$ cat config.mk
export PLATFORM = sky130hd
export DESIGN_NAME = mem_bridge
export DESIGN_NICKNAME = d
export VERILOG_FILES = /design/src/rtl/mem_bridge_pkg.sv /design/src/rtl/mmio_regs.sv /design/src/rtl/mem_bridge.sv
export SDC_FILE = /design/constraint.sdc
export NUM_CORES = 1
export LEC_CHECK = 0
export ABC_AREA = 1
export BUFFER_PORTS_ARGS = -buffer_cell sky130_fd_sc_hd__buf_2
export CORE_MARGIN = 2
export CORE_UTILIZATION = 53
export DETAILED_ROUTE_END_ITERATION = 10
export PLACE_DENSITY = 0.87
export REMOVE_ABC_BUFFERS = 1
export SLEW_MARGIN = 20
export SYNTH_ARGS = -nofsm -noshare
export SYNTH_HDL_FRONTEND = slang
export SYNTH_SLANG_ARGS = --single-unit
$ cat constraint.sdc
create_clock -name clk -period 3.2 [get_ports clk]
set_input_delay 0.32 -clock clk [delete_from_list [all_inputs] [get_ports clk]]
set_output_delay 0.32 -clock clk [all_outputs]
set_load 0.005 [all_outputs]
$ cat src/rtl/mem_bridge_pkg.sv
// Shared definitions for the MIPS memory bridge: FSM state codes, MMIO offsets, word width.
package mem_bridge_pkg;

  localparam int WORD_W = 32;

  typedef logic [1:0] state_t;

  localparam state_t ST_IDLE    = 2'd0;
  localparam state_t ST_ACCESS  = 2'd1;
  localparam state_t ST_CAPTURE = 2'd2;

  localparam logic [3:0] OFF_COUNTER = 4'h0;
  localparam logic [3:0] OFF_LED     = 4'h4;

endpackage

$ cat src/rtl/mmio_regs.sv
// MMIO register block: free-running cycle counter, byte-writable LED register, read mux.
module mmio_regs
  import mem_bridge_pkg::*;
#(
  parameter int LED_W = 16
) (
  input  logic              clk,
  input  logic              rst,
  input  logic              we,
  input  logic [3:0]        be,
  input  logic [3:0]        off,
  input  logic [WORD_W-1:0] wdata,
  output logic [WORD_W-1:0] rdata,
  output logic [LED_W-1:0]  leds
);

  logic [WORD_W-1:0] count_q, count_d;
  logic [LED_W-1:0]  leds_q, leds_d;
  logic              unused_bits;

  assign unused_bits = ^{be[3:2], wdata[WORD_W-1:16]};

  // Only byte lanes 0 and 1 are writable; LED bits above 15 stay at reset value.
  always_comb begin
    count_d = count_q + 32'd1;
    leds_d  = leds_q;
    if (we && off == OFF_LED) begin
      for (int i = 0; i < LED_W; i++) begin
        if (i < 8 && be[0]) begin
          leds_d[i] = wdata[i];
        end else if (i >= 8 && i < 16 && be[1]) begin
          leds_d[i] = wdata[i];
        end
      end
    end
  end

  always_comb begin
    rdata = '0;
    case (off)
      OFF_COUNTER: rdata = count_q;
      OFF_LED: begin
        for (int i = 0; i < LED_W && i < WORD_W; i++) begin
          rdata[i] = leds_q[i];
        end
      end
      default: rdata = '0;
    endcase
  end

  always_ff @(posedge clk) begin
    if (rst) begin
      count_q <= '0;
      leds_q  <= '0;
    end else begin
      count_q <= count_d;
      leds_q  <= leds_d;
    end
  end

  assign leds = leds_q;

endmodule

$ cat src/rtl/mem_bridge.sv
// Arbitrates MIPS fetch and data requests onto one synchronous-read RAM port with
// configurable wait states, and serves a small MMIO window in a single cycle.
module mem_bridge
  import mem_bridge_pkg::*;
#(
  parameter int          DEPTH_LOG2  = 10,
  parameter int          WAIT_CYCLES = 1,
  parameter logic [31:0] MMIO_BASE   = 32'hFFFF_0000,
  parameter int          LED_W       = 16
) (
  input  logic                  clk,
  input  logic                  rst,
  input  logic                  i_req,
  input  logic [31:0]           i_addr,
  output logic [31:0]           i_rdata,
  output logic                  i_valid,
  input  logic                  d_req,
  input  logic                  d_we,
  input  logic [3:0]            d_be,
  input  logic [31:0]           d_addr,
  input  logic [31:0]           d_wdata,
  output logic [31:0]           d_rdata,
  output logic                  d_valid,
  output logic                  stall,
  output logic                  mem_en,
  output logic [3:0]            mem_we,
  output logic [DEPTH_LOG2-1:0] mem_addr,
  output logic [31:0]           mem_wdata,
  input  logic [31:0]           mem_rdata,
  output logic [LED_W-1:0]      leds
);

  localparam logic [3:0] WAIT_INIT = (WAIT_CYCLES > 0) ? 4'(WAIT_CYCLES - 1) : 4'd0;

  state_t            state_q, state_d;
  logic [3:0]        wait_q, wait_d;
  logic              is_data_q, is_data_d;
  logic              is_store_q, is_store_d;
  logic              i_valid_q, i_valid_d;
  logic              d_valid_q, d_valid_d;
  logic [WORD_W-1:0] i_rdata_q, i_rdata_d;
  logic [WORD_W-1:0] d_rdata_q, d_rdata_d;

  logic              i_pend, d_pend, mmio_hit, mmio_we;
  logic [WORD_W-1:0] mmio_rdata;
  logic              unused_addr;

  assign unused_addr = ^{i_addr[31:DEPTH_LOG2+2], i_addr[1:0]};

  // A request whose valid is showing this cycle is already complete, not pending.
  assign i_pend   = i_req & ~i_valid_q;
  assign d_pend   = d_req & ~d_valid_q;
  assign mmio_hit = (d_addr[31:4] == MMIO_BASE[31:4]);

  assign mem_addr  = d_pend ? d_addr[DEPTH_LOG2+1:2] : i_addr[DEPTH_LOG2+1:2];
  assign mem_wdata = d_wdata;

  always_comb begin
    state_d    = state_q;
    wait_d     = wait_q;
    is_data_d  = is_data_q;
    is_store_d = is_store_q;
    i_valid_d  = 1'b0;
    d_valid_d  = 1'b0;
    i_rdata_d  = i_rdata_q;
    d_rdata_d  = d_rdata_q;
    mem_en     = 1'b0;
    mem_we     = 4'b0000;
    mmio_we    = 1'b0;
    case (state_q)
      ST_IDLE: begin
        if (d_pend && mmio_hit) begin
          d_valid_d = 1'b1;
          mmio_we   = d_we;
          if (!d_we) begin
            d_rdata_d = mmio_rdata;
          end
        end else if (d_pend || i_pend) begin
          mem_en     = 1'b1;
          mem_we     = (d_pend && d_we) ? d_be : 4'b0000;
          is_data_d  = d_pend;
          is_store_d = d_pend && d_we;
          wait_d     = WAIT_INIT;
          state_d    = (WAIT_CYCLES == 0) ? ST_CAPTURE : ST_ACCESS;
        end
      end
      ST_ACCESS: begin
        if (wait_q == 4'd0) begin
          state_d = ST_CAPTURE;
        end else begin
          wait_d = wait_q - 4'd1;
        end
      end
      ST_CAPTURE: begin
        state_d = ST_IDLE;
        if (is_data_q) begin
          d_valid_d = 1'b1;
          if (!is_store_q) begin
            d_rdata_d = mem_rdata;
          end
        end else begin
          i_valid_d = 1'b1;
          i_rdata_d = mem_rdata;
        end
      end
      default: state_d = ST_IDLE;
    endcase
    if (rst) begin
      mem_en  = 1'b0;
      mem_we  = 4'b0000;
      mmio_we = 1'b0;
    end
  end

  always_ff @(posedge clk) begin
    if (rst) begin
      state_q    <= ST_IDLE;
      wait_q     <= '0;
      is_data_q  <= 1'b0;
      is_store_q <= 1'b0;
      i_valid_q  <= 1'b0;
      d_valid_q  <= 1'b0;
      i_rdata_q  <= '0;
      d_rdata_q  <= '0;
    end else begin
      state_q    <= state_d;
      wait_q     <= wait_d;
      is_data_q  <= is_data_d;
      is_store_q <= is_store_d;
      i_valid_q  <= i_valid_d;
      d_valid_q  <= d_valid_d;
      i_rdata_q  <= i_rdata_d;
      d_rdata_q  <= d_rdata_d;
    end
  end

  mmio_regs #(
    .LED_W (LED_W)
  ) u_mmio (
    .clk   (clk),
    .rst   (rst),
    .we    (mmio_we),
    .be    (d_be),
    .off   (d_addr[3:0]),
    .wdata (d_wdata),
    .rdata (mmio_rdata),
    .leds  (leds)
  );

  assign i_valid = i_valid_q;
  assign d_valid = d_valid_q;
  assign i_rdata = i_rdata_q;
  assign d_rdata = d_rdata_q;
  assign stall   = ~rst & ((i_req & ~i_valid_q) | (d_req & ~d_valid_q));

endmodule
## After elaboration in Yosys (flattened, before gate mapping)

Cells that the tools add are included.

| cells by class | value |
|---|---|
| multipliers | 0 |
| order comparisons | 0 |
| reductions and logical operators | 17 |
| bitwise operators | 10 |
| add/subtract/negate cells | 2 |
| mux-type cells | 32 |
| shifts and indexed selects | 0 |
| div/mod/pow operators | 0 |
| equality and inequality tests | 12 |

Operators by type and width:

| operator | count |
|---|---|
| $mux 32 | 4 |
| $pmux 32 s2 | 1 |
| $add 32x1->32 const B | 1 |
| $mux 4 | 8 |
| $pmux 16 s2 | 1 |
| $eq 28x28->1 const B | 1 |
| $mux 16 | 1 |
| $ne 2x2->1 const B | 8 |
| $mux 1 | 10 |
| $mux 10 | 1 |
| $logic_not 4->1 | 2 |
| $pmux 4 s2 | 1 |
| $mux 2 | 3 |
| $not 1->1 | 6 |
| $reduce_and 2->1 | 3 |
| $reduce_and 3->1 | 2 |
| $reduce_and 5->1 | 1 |
| $eq 4x3->1 const B | 1 |
| $pmux 2 s2 | 1 |
| $reduce_and 4->1 | 1 |
| $reduce_bool 2->1 | 2 |
| $sub 4x1->4 const B | 1 |
| $and 1x1->1 | 3 |
| $logic_and 1x1->1 | 3 |
| 7 further kinds | 7 |

| storage, ports and cells | value |
|---|---|
| memories kept | 0 |
| output and inout port bits | 130 |
| bits in writable memories | 0 |
| latch bits | 0 |
| ROM bits | 0 |
| register bits after elaboration | 122 |

## Depth between registers and ports, before layout

Gate-level depths: netlist of run 1.

| logic depth | value |
|---|---|
| depth after elaboration | 8 |
| depth in mapped cells | 11 |
| mapped depth without buffers | 11 |

## Hierarchy

Synthesis of run 1 repeated with hierarchy kept, for this count alone.

| second synthesis, totals | value |
|---|---|
| cell total of the unflattened synthesis | 977 |
| area total of the unflattened synthesis | 6297.3 um^2 |

Modules (own cells, without submodules):

| module | seq. area each (um^2) | area an instance (um^2) | cells an instance | times used |
|---|---|---|---|---|
| mem_bridge | 1481.4 | 3697.3 | 572 | 1 |
| mmio_regs | 960.9 | 2600.0 | 405 | 1 |

## Worst setup path after synthesis of run 1

No wires, ideal clock.

| timing path | value |
|---|---|
| path type | reg-to-reg |
| start | register u_mmio.count_q[0] |
| end | register u_mmio.count_q[20] |
| cell stages (with the launch flop) | 11 |
| buffers on the path | 0 |
| path slack | 1.717 ns |
| setup time | 0.113 ns |
| data arrival time | 1.371 ns |
| required time | 3.087 ns |
| cells stage by stage | dfxtp_1 -> ha_1 -> nand2_1 -> nor2_1 -> inv_2 -> nor2_2 -> nand2_1 -> nor2_1 -> nand3_1 -> nor2_1 -> nor2_1 |

| on the way | value |
|---|---|
| cells in the longest elaborated chain, start to end | 1 |

Ends and longest elaborated chain:

| what | RTL line | text |
|---|---|---|
| start: declaration | mmio_regs.sv:17 | `logic [WORD_W-1:0] count_q, count_d;` |
| start signal: assignment | mmio_regs.sv:56 | `count_q <= count_d;` |
| $add 32x1->32 | mmio_regs.sv:25 | `count_d = count_q + 32'd1;` |

Every way passes these cells.
A chain may end at the register's enable or synchronous reset.

## Final worst setup path of run 1

| timing path | value |
|---|---|
| start | register d_valid_q (netlist: d_valid) |
| end | output mem_en |

| on the way | value |
|---|---|
| cells in the longest elaborated chain, start to end | 7 |

Ends and longest elaborated chain:

| what | RTL line | text |
|---|---|---|
| start: declaration | mem_bridge.sv:40 | `logic d_valid_q, d_valid_d;` |
| start signal: assignment | mem_bridge.sv:131 | `d_valid_q <= d_valid_d;` |
| $not 1->1 * | mem_bridge.sv:52 | `assign d_pend = d_req & ~d_valid_q;` |
| $and 1x1->1 * | mem_bridge.sv:52 |  |
| $logic_or 1x1->1 | mem_bridge.sv:78 | `end else if (d_pend \|\| i_pend) begin` |
| $mux 1 | mem_bridge.sv:78 |  |
| $mux 1 * | mem_bridge.sv:72 | `if (d_pend && mmio_hit) begin` |
| $mux 1 * | mem_bridge.sv:70 | `case (state_q)` |
| $mux 1 * | mem_bridge.sv:108 | `if (rst) begin` |
| end: declaration | mem_bridge.sv:25 | `output logic mem_en,` |

Mark *: on every way between the ends. The rest lies on a longest branch, timed or not.

==> results of run 1 <==
==> power groups by stage <==
| stage | registers, mW | logic, mW | clock network [mW] |
|---|---|---|---|
| 3_5_place_dp | 1.66 | 0.602 | 0 |
| 3_3_place_gp | 1.66 | 0.592 | 0 |
| 6_report | 1.63 | 0.607 | 1.96 |
| 2_1_floorplan | 1.67 | 0.333 | 0 |
| 4_1_cts | 1.63 | 0.606 | 1.97 |
| 5_1_grt | 1.64 | 0.677 | 2.04 |
==> path summary, 6_finish.rpt <==
check	slack (ns)	cells past startpoint	startpoint	end
worst max-delay path	0.96	9	d_valid	mem_en
worst min-delay path	0.11	3	mem_rdata[20]	i_rdata[20]
worst max register to register	1.02	9	state_q[1]	i_rdata[14]
worst min register to register	0.47	2	d_rdata[30]	d_rdata[30]
==> kinds of logic (layout without fill, tap and decap cells) <==
family	after synthesis	count (layout)	share of synthesized area, %
AO/OA/AOI/OAI	155	155	13.1
XOR/XNOR	3	3	0.397
adder cells (fa/ha/maj)	3	3	0.568
buffers and inverters	175	353	13.1
flip-flops	122	122	36.9
AND/OR/NAND/NOR	521	521	35.9
==> cells in the final DEF, fill, tap and decap left out, types with 6 or more instances in the layout <==
| master | count |
|---|---|
| buf_4 | 8 |
| o21ai_1 | 25 |
| a21oi_2 | 20 |
| o21ai_0 | 29 |
| a21oi_1 | 75 |
| inv_2 | 10 |
| nor2_2 | 17 |
| dfxtp_1 | 122 |
| nand3_1 | 101 |
| nand4_1 | 12 |
| clkbuf_16 | 17 |
| nor3_1 | 22 |
| nand3b_1 | 6 |
| inv_1 | 90 |
| nor2_1 | 129 |
| nand2_1 | 213 |
| buf_2 | 212 |
==> worst max-delay path: cells and delay by family (launching register included) <==
kind          cells  cell delay [ns]
buf+inv           2             0.19
flops             1             0.31
simple gates      7             1.01
==> layout make-up <==
| type | count | area, µm² | share of cell area, % |
|---|---|---|---|
| clock inverter | 7 | 114 | 1.41 |
| sequential | 122 | 2440 | 30.2 |
| multi-input combinational | 682 | 3310 | 40.9 |
| inverter | 101 | 379 | 4.69 |
| tap | 168 | 210 | 2.60 |
| timing repair buffer | 221 | 1140 | 14.1 |
| clock buffer | 24 | 492 | 6.08 |
==> per-layer routing <==
layer | up-vias | share of wire (%) | global-route usage [%] | wire (µm)
met5 | - | 0 | 0 | 0
met4 | 0 | 1.4 | 9.29 | 278
met3 | 25 | 10 | 11.6 | 1990
met2 | 291 | 46 | 48.2 | 9120
met1 | 3086 | 42 | 35.1 | 8250
li1 | 3460 | - | - | -
==> flip-flops by register name, indices dropped and copies added (netlist names) <==
register and flops:
d_rdata 32, d_valid 1, state_q 2, u_mmio.leds 16
wait_q 4, is_store_q 1, i_valid 1, is_data_q 1
u_mmio.count_q 32, i_rdata 32
==> per-stage QoR <==
step / std cells / cell area, µm² / worst slack (ns) / utilization [%] / total power, mW
CTS: 1325 / 8090 / 0.952 / 66.8 / 4.21
finish: 1325 / 8090 / 0.957 / 66.8 / 4.20
global route: 1325 / 8090 / 0.797 / 66.8 / 4.36
global placement: 1294 / 7480 / 1.10 / 61.8 / 2.25
floorplan: 905 / 6130 / 0.370 / - / 2.00
detailed placement: 1294 / 7480 / 1.04 / 61.8 / 2.27
==> summary by stage, run 1 <==
Run status
The flow ran to the end, and the final reports show no timing, DRC or antenna violations.

Layout
The area growth from synthesis to layout is 22.3%. 0 antenna diodes ended up in the layout. After filler insertion, the fill cell instance count of the layout stands at 1102. Of the cells placed in the final design, the portion with a size suffix greater than 1 is approximately 27%. The total number of nets in the final design is 1285.

Synthesis
Dividing the synthesized area by the synthesized cell count gives ~6.8 µm². Sequential cells were found to cover 36.9% of the synthesized design area. The top cell type by area accounts for 36.9% of the synthesized area. Of all cell types, the one taking the most synthesized area is dfxtp_1. After synthesis the netlist holds a flip-flop and latch count of 122. The synthesized netlist contains 36 unique library cells. After synthesis, the share of flip-flops with an asynchronous set or reset is 0%. In the post-synthesis netlist, the cell with the most instances is nand2_1. In the synthesized netlist the dominant register cell turns out to be dfxtp_1.

By count the netlist is led by 213 x nand2_1, 129 x nor2_1, 122 x dfxtp_1, 101 x nand3_1, 90 x inv_1. The area of the mapped netlist is 0.00661 mm². Yosys attributes the largest share of cell area to dfxtp_1 37%, nand2_1 12%, nand3_1 7.6%. The number of enable-type register cells in the synthesized netlist is 0. The total of warnings raised by yosys is 0. After technology mapping, the gate count stands at 979.

Clock network
The number of clock buffers added by TritonCTS is 17. The number of buffers between clock root and the deepest sink is 2. The later-pin clock latency in the skew report is about 0.42 ns. Buffers inserted to repair hold after CTS numbered 0. The root buffer selected by CTS is clkbuf_16. In this run the number of H-tree levels came out at 4.

TritonCTS built the clock tree. In this run, post-CTS repair resized a total of 0 instances. The clock sink count is 122.

The clock transition at the registers of the reported paths is 0.05 ns. The setup fix buffers added after clock tree synthesis is 0.

GRT
Summed over all layers, the global routing overflow is 0. Global routing used 29.2% of the available tracks across all layers. Entering global routing, the biggest net connects 57 pins. The initial antenna violation count was 0.

The via count of the first global-routing pass came to approximately 6200. The first global-routing pass estimated 30300 µm of wire.

Power and ir drop
The combinational fraction of design power is 14.5%. The net switching share of the total power is 26.0%. In this run the static leakage power is 3.83 nW. The portion of total power attributed to sequential cells is 38.9%.

In this run the power spent charging and discharging nets is 1.09 mW. Dividing total power by cell area gives a power density of 519 mW/mm². The internal portion of the total power is 3.11 mW. The clock network accounts for between 40% and 50% of the total power. VDD sags by at most 324 µV.

Setup path
The critical path goes through inv_2 -> nand2_2 -> nor2_2 -> nand2_2 -> nor2_8 -> nand2_4 -> nand2_1 -> nor2_1 -> buf_2. Of all nets on the critical path, the largest fanout is 17. For the worst setup path, the data arrival time is around 1.9 ns. The delay contributed by the slowest stage of the critical path is between 0.3 and 0.4 ns. The worst setup path is launched from a register.

By startpoint and endpoint, the worst setup path is classified as reg2out. The most numerous cell type found on the critical path is nand2_2. The required time of the worst setup path is between 2 and 3 ns.

The master of the slowest instance on the critical path is dfxtp_1. STA classifies the critical path endpoint as an output pin.

Timing
Of the available clock period, the critical path in the final layout requires 70.1%. The minimum period implied by the final worst setup slack is about 2.2 ns. Hold timing on the final database bottoms out at a slack of 0.112 ns. The aggregate negative setup slack is 0 ns. Derived from the worst setup path, the maximum achievable clock frequency is between 0.4 and 0.5 GHz.

Setup violations remaining at the end of the flow were counted as 0. At the pin with the least slew margin, the transition time is ~0.60 ns. Setup repair after global routing left no endpoint under its margin. Between clock sinks in the finished design, the worst skew comes to 0.00928 ns. The max-slew violation total from the final report is 0.

The hold violation total from the final report is 0. The worst-case headroom to the max-slew limit is between 60% and 70%.

Routing
The first-iteration detailed-routing DRC count is roughly 510. The number of nets with antenna violations after routing is 0. The total wire length is between 15000 and 20000 µm. After detailed routing, the number of vias per cell comes to 5.18. The DRC violation count after routing is 0. In the final routed layout, each cell accounts on average for 14.8 µm. The routed layout has 6862 vias.

The number of detailed-routing iterations run before antenna repair is 5.

Die
From bottom edge to top edge, the die measures 116 µm. The initialized floorplan defines 40 standard-cell rows. The initial utilization of the core area, before any placement, comes to 54.6%. The die area is 0.0134 mm². The placeable core area is 0.0121 mm². During I/O placement, the number of pins put on the boundary was between 200 and 300. The floorplan die width is about 120 µm.

Place
The routability congestion estimate is 0.972. Buffers placed on the I/O ports in this run total 212. The detailed placement HPWL is 14700 µm.

Worst hold path
The class of the tightest hold or removal check is in2reg.

Flow run
The count of maximum capacitance violations is 0.
(Power assumes the default switching activity.)
==> run 2, diff against run 1 <==
- CORE_UTILIZATION: 53 -> 49
- PLACE_DENSITY: 0.87 -> 0.81
- clock period: 3.2 -> 2.15 ns (I/O delays scaled with it)
==> run 2 against run 1 <==
Effect of this change:
- worst setup slack lost 0.79 ns
- critical path depth shrank 3
- final area grew 0.60%
- clock skew shrank 0.0019 ns
- die area grew 7.9%
- register-to-register slack lost 0.73 ns
- first-iteration DRC count shrank 2.0%
- critical path type unchanged
- highest routed layer is now met5
==> summary by stage, run 2 (synthesis results as in run 1) <==
Layout
The total number of nets in the final design is 1293. The summed area of non-filler cells in the final layout is 0.00814 mm². The final cell utilization of the core is around three fifths. The number of antenna diodes is 0.

The top cell types in the final layout, fill and taps aside, are 212 x nand2_1, 212 x buf_2, 129 x nor2_1. The share of layout cells above drive strength 1 is 28.0%. The post-synthesis to final-layout area growth is 23.1%.

Timing
The worst path needs 1.99 ns of the cycle, external delays included. The final worst-path cycle share is 92.4%. The hold violation total from the final report was 0. The slew at the pin with the worst max-slew slack is about 0.55 ns. The worst pin sits at a relative slew slack of 63.1%. Setup violations remaining at the end of the flow were counted as 0.

Setup repair after global routing left no endpoint under its margin. The max-slew violation total from the final report is 0. The clock arrives with 0.00738 ns of skew.

In the post-route analysis, the smallest setup slack over all paths is between 0.15 and 0.2 ns. Timing would allow up to 0.504 GHz.

Routing
The first TritonRoute pass finished after 5 iterations. The first routing iteration left 495 violations. In this run the remaining antenna-violating nets after routing total 0.

The routed design has 19300 µm of wire. The routed via count is 6817. Dividing the detail-routed wire length by the instance count gives 14.4 µm. Dividing the detail-routed via count by the number of cells gives around 5.1. In the routed design, unresolved DRC markers number 0.

Die
The die area is 0.0144 mm². The die is 120 µm tall. 267 I/O pins were placed. In this run the standard cell core region covers 0.0132 mm².

The die is 120 µm wide. The effective utilization at floorplan is 50.1%. The number of placement rows is 42.

Setup path
Counting cells, the worst reg-to-reg path comes to 8. The worst setup path is captured at an output pin. The start point of the critical path is state_q[0].

Following the worst setup path forward leads to its endpoint at mem_we[3]. The reg-to-reg critical path endpoint is d_rdata[30]. For the worst setup path, the data arrival time is 1.77 ns.

The slowest stage of the critical path belongs to the cell dfxtp_1. The critical path goes through nor2_2 -> nand2_2 -> nor3_1 -> nand2_1 -> nor2_1 -> buf_2. The delay contributed by the slowest stage of the critical path is 0.37 ns. Along the worst path, the maximum fanout reaches 4. The worst register-to-register path has a setup slack of 0.29 ns. The worst setup path category is reg2out. The startpoint identified for the worst register-to-register timing path is state_q[1]. The kind of launch point of the worst setup path is a register. The required time of the worst setup path is roughly 1.9 ns.

Place
The routability congestion estimate is between 0.9 and 1. The cell area after placement is 0.00758 mm². The number of port buffers is between 200 and 250. The worst slack at placement is 0.303 ns. The detailed placement HPWL is 14500 µm.

Worst hold path
The path class of the tightest hold or removal check is in2reg.

Power and ir drop
The leakage power of the design is 3.85 nW. The total power per unit cell area is 736 mW/mm². VDD sags by at most 388 µV.

The design draws between 5 and 6 mW.

Clock network
Buffers inserted during clock tree synthesis total 17. Clock-pin slew was measured on the worst setup and hold paths at about 0.05 ns. The number of H-tree levels is 4. The TritonCTS clock tree is done.

The clock sink count is between 100 and 150. The clock reaches the later pin of the worst-skew pair after 0.41 ns. The clock passes through at most 2 buffers. The setup fix buffers added after clock tree synthesis is 0. In this run the clock root is driven by a clkbuf_16.

GRT
The first-pass GRT wire length is 31200 µm. Entering global routing, the biggest net connects 83 pins. The initial antenna violation count is 0.

The total overflow left after global routing is 0. For this run, global-route usage on met1 was measured as between 30% and 40%. met2 is the most crowded layer. The global routing met3 resource utilization is about a tenth. Global routing consumed, on the met2 layer, around 43% of the routing resources. Across every metal layer, demand over resource in global routing totals 27.3%.

The via count of the first global-routing pass is about 6300.

Run status
The flow ran to the end, and the final reports show no timing, DRC or antenna violations.

Flow run
Max-cap violations in this run came to 0.
## run 2: worst min-delay path by stage
stage                        from           endpoint  slack, ns  depth (start not counted)
floorplan                     rst  u_mmio.count_q[0]       0.28                          1
global placement    mem_rdata[23]        i_rdata[23]       0.43                          3
detailed placement    d_wdata[19]      mem_wdata[19]       0.43                          0
CTS                 mem_rdata[17]        i_rdata[17]      0.002                          3
global route        mem_rdata[22]        i_rdata[22]       0.01                          3
finish              mem_rdata[17]        i_rdata[17]       0.02                          3
## run 2: final cells by class
cell class | count | area, µm²
Clock buffer | 24 | 512
Clock inverter | 7 | 40.0
Fill cell | 1260 | 5050
Inverter | 101 | 379
Multi-Input combinational cell | 682 | 3320
Sequential cell | 122 | 2440
Tap cell | 176 | 220
Timing Repair Buffer | 229 | 1230
## run 2: metal layers
layer  part of all wire [%]  vias to the layer above
met5                   0.46                        -
li1                       -                     3478
met3                    9.6                       26
met2                     44                      257
met4                    1.5                        2
met1                     45                     3054
## run 2: repair_timing
| action | in CTS | in global routing |
|---|---|---|
| setup endpoints to repair | 0 | 1 |
| hold buffers | 0 | 0 |
| resized for setup | 0 | 2 |
## run 2: metrics by stage
stage          setup TNS, ns  hold WS (ns)  std cells
3_5_place_dp               0         0.430       1310
5_1_grt                    0        0.0138       1341
2_1_floorplan         -14.87         0.282        905
6_report                   0        0.0162       1341
3_3_place_gp               0         0.429       1310
4_1_cts                    0       0.00164       1341
## run 2: power breakdown
group / total (mW) / internal [mW] / leakage (nW) / switching [mW]
Sequential: 2.43 / 2.36 / 0.986 / 0.0698
Combinational: 0.936 / 0.354 / 2.59 / 0.581
Clock: 2.62 / 1.64 / 0.274 / 0.981
## run 2: critical path: cells and delay by family, from the launching register on
family / cells / cell delay [ns]
and+or+nand+nor: 5 / 0.85
DFF: 1 / 0.37
buffers and inverters: 1 / 0.12
==> run 3, diff against run 2 <==
- ABC_AREA: 1 -> not set
- CORE_UTILIZATION: 49 -> 48
==> run 3 against run 2 <==
Effect of this change:
- synthesized cell count is 24% lower
- die area is 5.8% lower
- non-clock buffer count is 20 higher
- combinational power fell by 46%
- global-route usage fell by 2.4 points
- routed wire length shrank 11%
- critical path depth up 1
- clock skew increased by 0.0074 ns
- largest power group unchanged
==> summary by stage, run 3 <==
Power and ir drop
The total power per unit cell area is 744 mW/mm². The worst-case IR drop observed on VDD is 543 µV. The overall power is 5.95 mW. In this run the static leakage power is around 3.5 nW.

Die
Once the floorplan was initialized, standard cells occupied 48.7% of the core. Measured along the x axis, the die boundary spans 117 µm. The floorplan step set the die height to 117 µm. The placeable core area is about 0.013 mm².

The initialized floorplan defines 41 standard-cell rows. The die covers 0.0136 mm². During I/O placement, the number of pins put on the boundary was approximately 270.

Synthesis
The synthesized design contains 0 enable-type register cells. Of all cell types, the one taking the most synthesized area is dfxtp_1. The proportion of netlist area held by the largest area contributor is 40.1%.

The fraction of the yosys area taken by sequential cells is between 40% and 50%. Each instance of the synthesized netlist takes up on average 8.23 µm². The area of the mapped netlist is roughly 0.0061 mm². The async set-reset flop share out of synthesis is 0%. The total of warnings raised by yosys is 0. The most instantiated library cell after synthesis is dfxtp_1. The post-synthesis cell count is 740. In the synthesized netlist the dominant register cell turns out to be dfxtp_1. Synthesis instantiated 42 different standard cells from the library. Counting flops and latches in the post-synthesis netlist gives 122. By area the synthesized netlist is led by dfxtp_1 40%, nand2_1 7.5%, mux2_2 7.4%. The commonest cells after synthesis are 122 x dfxtp_1, 121 x nand2_1, 59 x a21oi_1, 45 x nor2_1, 44 x nor2b_1.

GRT
The initial antenna violation count is 0. Global routing consumed, over all layers together, 24.9% of the routing resources. The first-pass GRT wire length is around 26000 µm. For this run the aggregate overflow at the end of global routing stands at 0. Entering global routing, the biggest net connects between 90 and 100 pins. The via count of the first global-routing pass is approximately 5300.

Setup path
The worst setup path is launched from an input port. For the worst setup path, the data required time is approximately 1.9 ns. The startpoint identified for the worst register-to-register timing path is u_mmio.count_q[1].

The arrival time at the worst endpoint is approximately 1.9 ns. STA classifies the critical path endpoint as an output pin. The worst setup path category is in2out. The capturing element of the worst setup path is mem_we[0].

The worst register-to-register path ends at u_mmio.count_q[30]. The reg2reg setup slack is 0.18 ns. Counting cells, the worst reg-to-reg path comes to 5.

The maximum fanout encountered on the critical timing path is 6. Tracing the worst setup path back leads to its startpoint at d_addr[4].

Timing
The hold violation total from the final report was 0. The count of endpoints failing setup in the final report is 0. Setup repair after global routing could not meet its margin everywhere. For the pin with the worst max-slew slack, the measured transition is about 0.84 ns. Adding up every negative setup slack in the final design gives 0 ns.

The max-slew violation total from the final report is 0. The minimum period implied by the final worst setup slack is 2.12 ns. The final worst clock skew is 0.0148 ns.

Static timing analysis puts the maximum clock frequency at 0.472 GHz. The final critical path takes up 98.5% of the cycle. Measured against its own limit, the worst slew margin works out to 43.8%.

Layout
Leaving out fill and tap cells, the most frequent cells in the layout are 210 x buf_2, 122 x dfxtp_1, 121 x nand2_1. The post-synthesis to final-layout area growth is 31.3%. The number of fillers in the final layout is approximately 1100.

The library cell used most frequently in the layout, excluding fill and tap cells, is buf_2. In the final layout, the share of cells above drive strength 1 is a little over a third. The total number of nets in the final design is 1067.

Routing
The routed via count divided by cell count is 5.23. The DRC violation count after routing is 0. Summed over all layers, the routed wires come to 17200 µm. The routed via count is 5818. The first TritonRoute pass finished after 4 iterations. After the first detailed-routing iteration, the DRC count stood at 295.

The number of nets with antenna violations after routing is 0. The post-detailed-route wirelength per cell is about 15 µm.

Clock network
The number of H-tree levels is 4. Buffers inserted during clock tree synthesis total 17. Clock-pin slew was measured on the worst setup and hold paths at 0.05 ns. The root buffer selected by CTS is clkbuf_16.

Clock latency on the worst-skew pair, taken at its later pin, is between 0.4 and 0.5 ns. TritonCTS built the clock tree. The clock sink count is 122. The number of buffers between clock root and the deepest sink is 2. The number of hold-repair buffers added at the cts stage is 0.

Worst hold path
The class of the tightest hold or removal check is in2reg.

Place
In this run the tool buffered the top-level ports with 212 buffer cells. The routability congestion estimate is just under 0.8. Once detailed placement completed, the half-perimeter wirelength came to 12300 µm.

Run status
The flow ran to the end, and the final reports show no timing, DRC or antenna violations.

Flow run
The count of maximum capacitance violations is 0.
run 3: changes by cell type after synthesis, moves of 20 or more:
| cell | delta |
|---|---|
| o21ai_1 | -25 |
| clkbuf_1 | +25 |
| inv_1 | -76 |
| nand3_1 | -74 |
| nand2b_1 | +36 |
| a21oi_2 | -20 |
| nor2_1 | -84 |
| nand2_1 | -92 |
| mux2_2 | +40 |
| nor2b_1 | +44 |
run 3: per-stage QoR:
stage	worst slack [ns]	util (%)	hold slack (ns)	area (µm²)	cells
finish	0.0324	63.9	0.0493	8000	1113
global route	-0.0329	63.9	0.0423	8000	1112
CTS	0.0253	63.6	0.0327	7960	1110
detailed placement	-0.362	58.3	0.430	7290	1078
global placement	-0.360	58.3	0.430	7290	1078
floorplan	-1.14	-	0.282	5640	659
run 3: metal layers:
layer | GRT usage (%) | up-vias | wire length (µm)
met2 | 41.3 | 209 | 8420
li1 | - | 2873 | -
met5 | 4.07 | - | 77
met4 | 9.73 | 2 | 250
met3 | 7.73 | 18 | 1220
met1 | 29.9 | 2716 | 7270
run 3: timing repair:
action,CTS,global route
gates resized for setup,1,7
pin swaps,2,4
endpoints found under the hold margin,0,0
buffers inserted,1,2
setup endpoints to repair,4,10
run 3: worst min-delay path by stage:
stage / from / to / depth (start not counted)
final: mem_rdata[19] / i_rdata[19] / 3
after global routing: mem_rdata[13] / i_rdata[13] / 3
after CTS: mem_rdata[13] / i_rdata[13] / 3
after global placement: d_wdata[16] / mem_wdata[16] / 0
after floorplan: rst / u_mmio.count_q[0] / 1
after detailed placement: d_wdata[16] / mem_wdata[16] / 0
run 3: kinds of logic (layout without fill, tap and decap cells):
family          after synthesis  count (layout)  share of synthesized area (%)
buf+inv                      95             295                           8.25
mux                          58              58                           10.4
flops                       122             122                           40.1
simple gates                355             355                           29.4
xor+xnor                     14              14                           2.01
fa+ha+maj                     3               3                          0.616
other cells                   0               1                              0
compound gates               93              93                           9.24
run 3: critical path, cell delays in order:
cell      delay (ns)
buf_6           0.09
or4b_1          0.52
or4_4           0.45
o211ai_1        0.22
buf_4           0.20
nor3_2          0.06
buf_2           0.13
run 3: report_power, final:
part           switching (mW)  internal, mW
logic                   0.283         0.223
clock network           0.968          2.15
registers              0.0250          2.30
total                    1.28          4.68
run 3: cell type report:
class | count | area [µm²] | share of cell area [%]
Antenna cell | 1 | 2.50 | 0.0313
Clock buffer | 26 | 529 | 6.61
Clock inverter | 6 | 130 | 1.63
Inverter | 14 | 52.6 | 0.657
Multi-Input combinational cell | 523 | 3210 | 40.1
Sequential cell | 122 | 2440 | 30.5
Tap cell | 172 | 215 | 2.69
Timing Repair Buffer | 249 | 1420 | 17.8
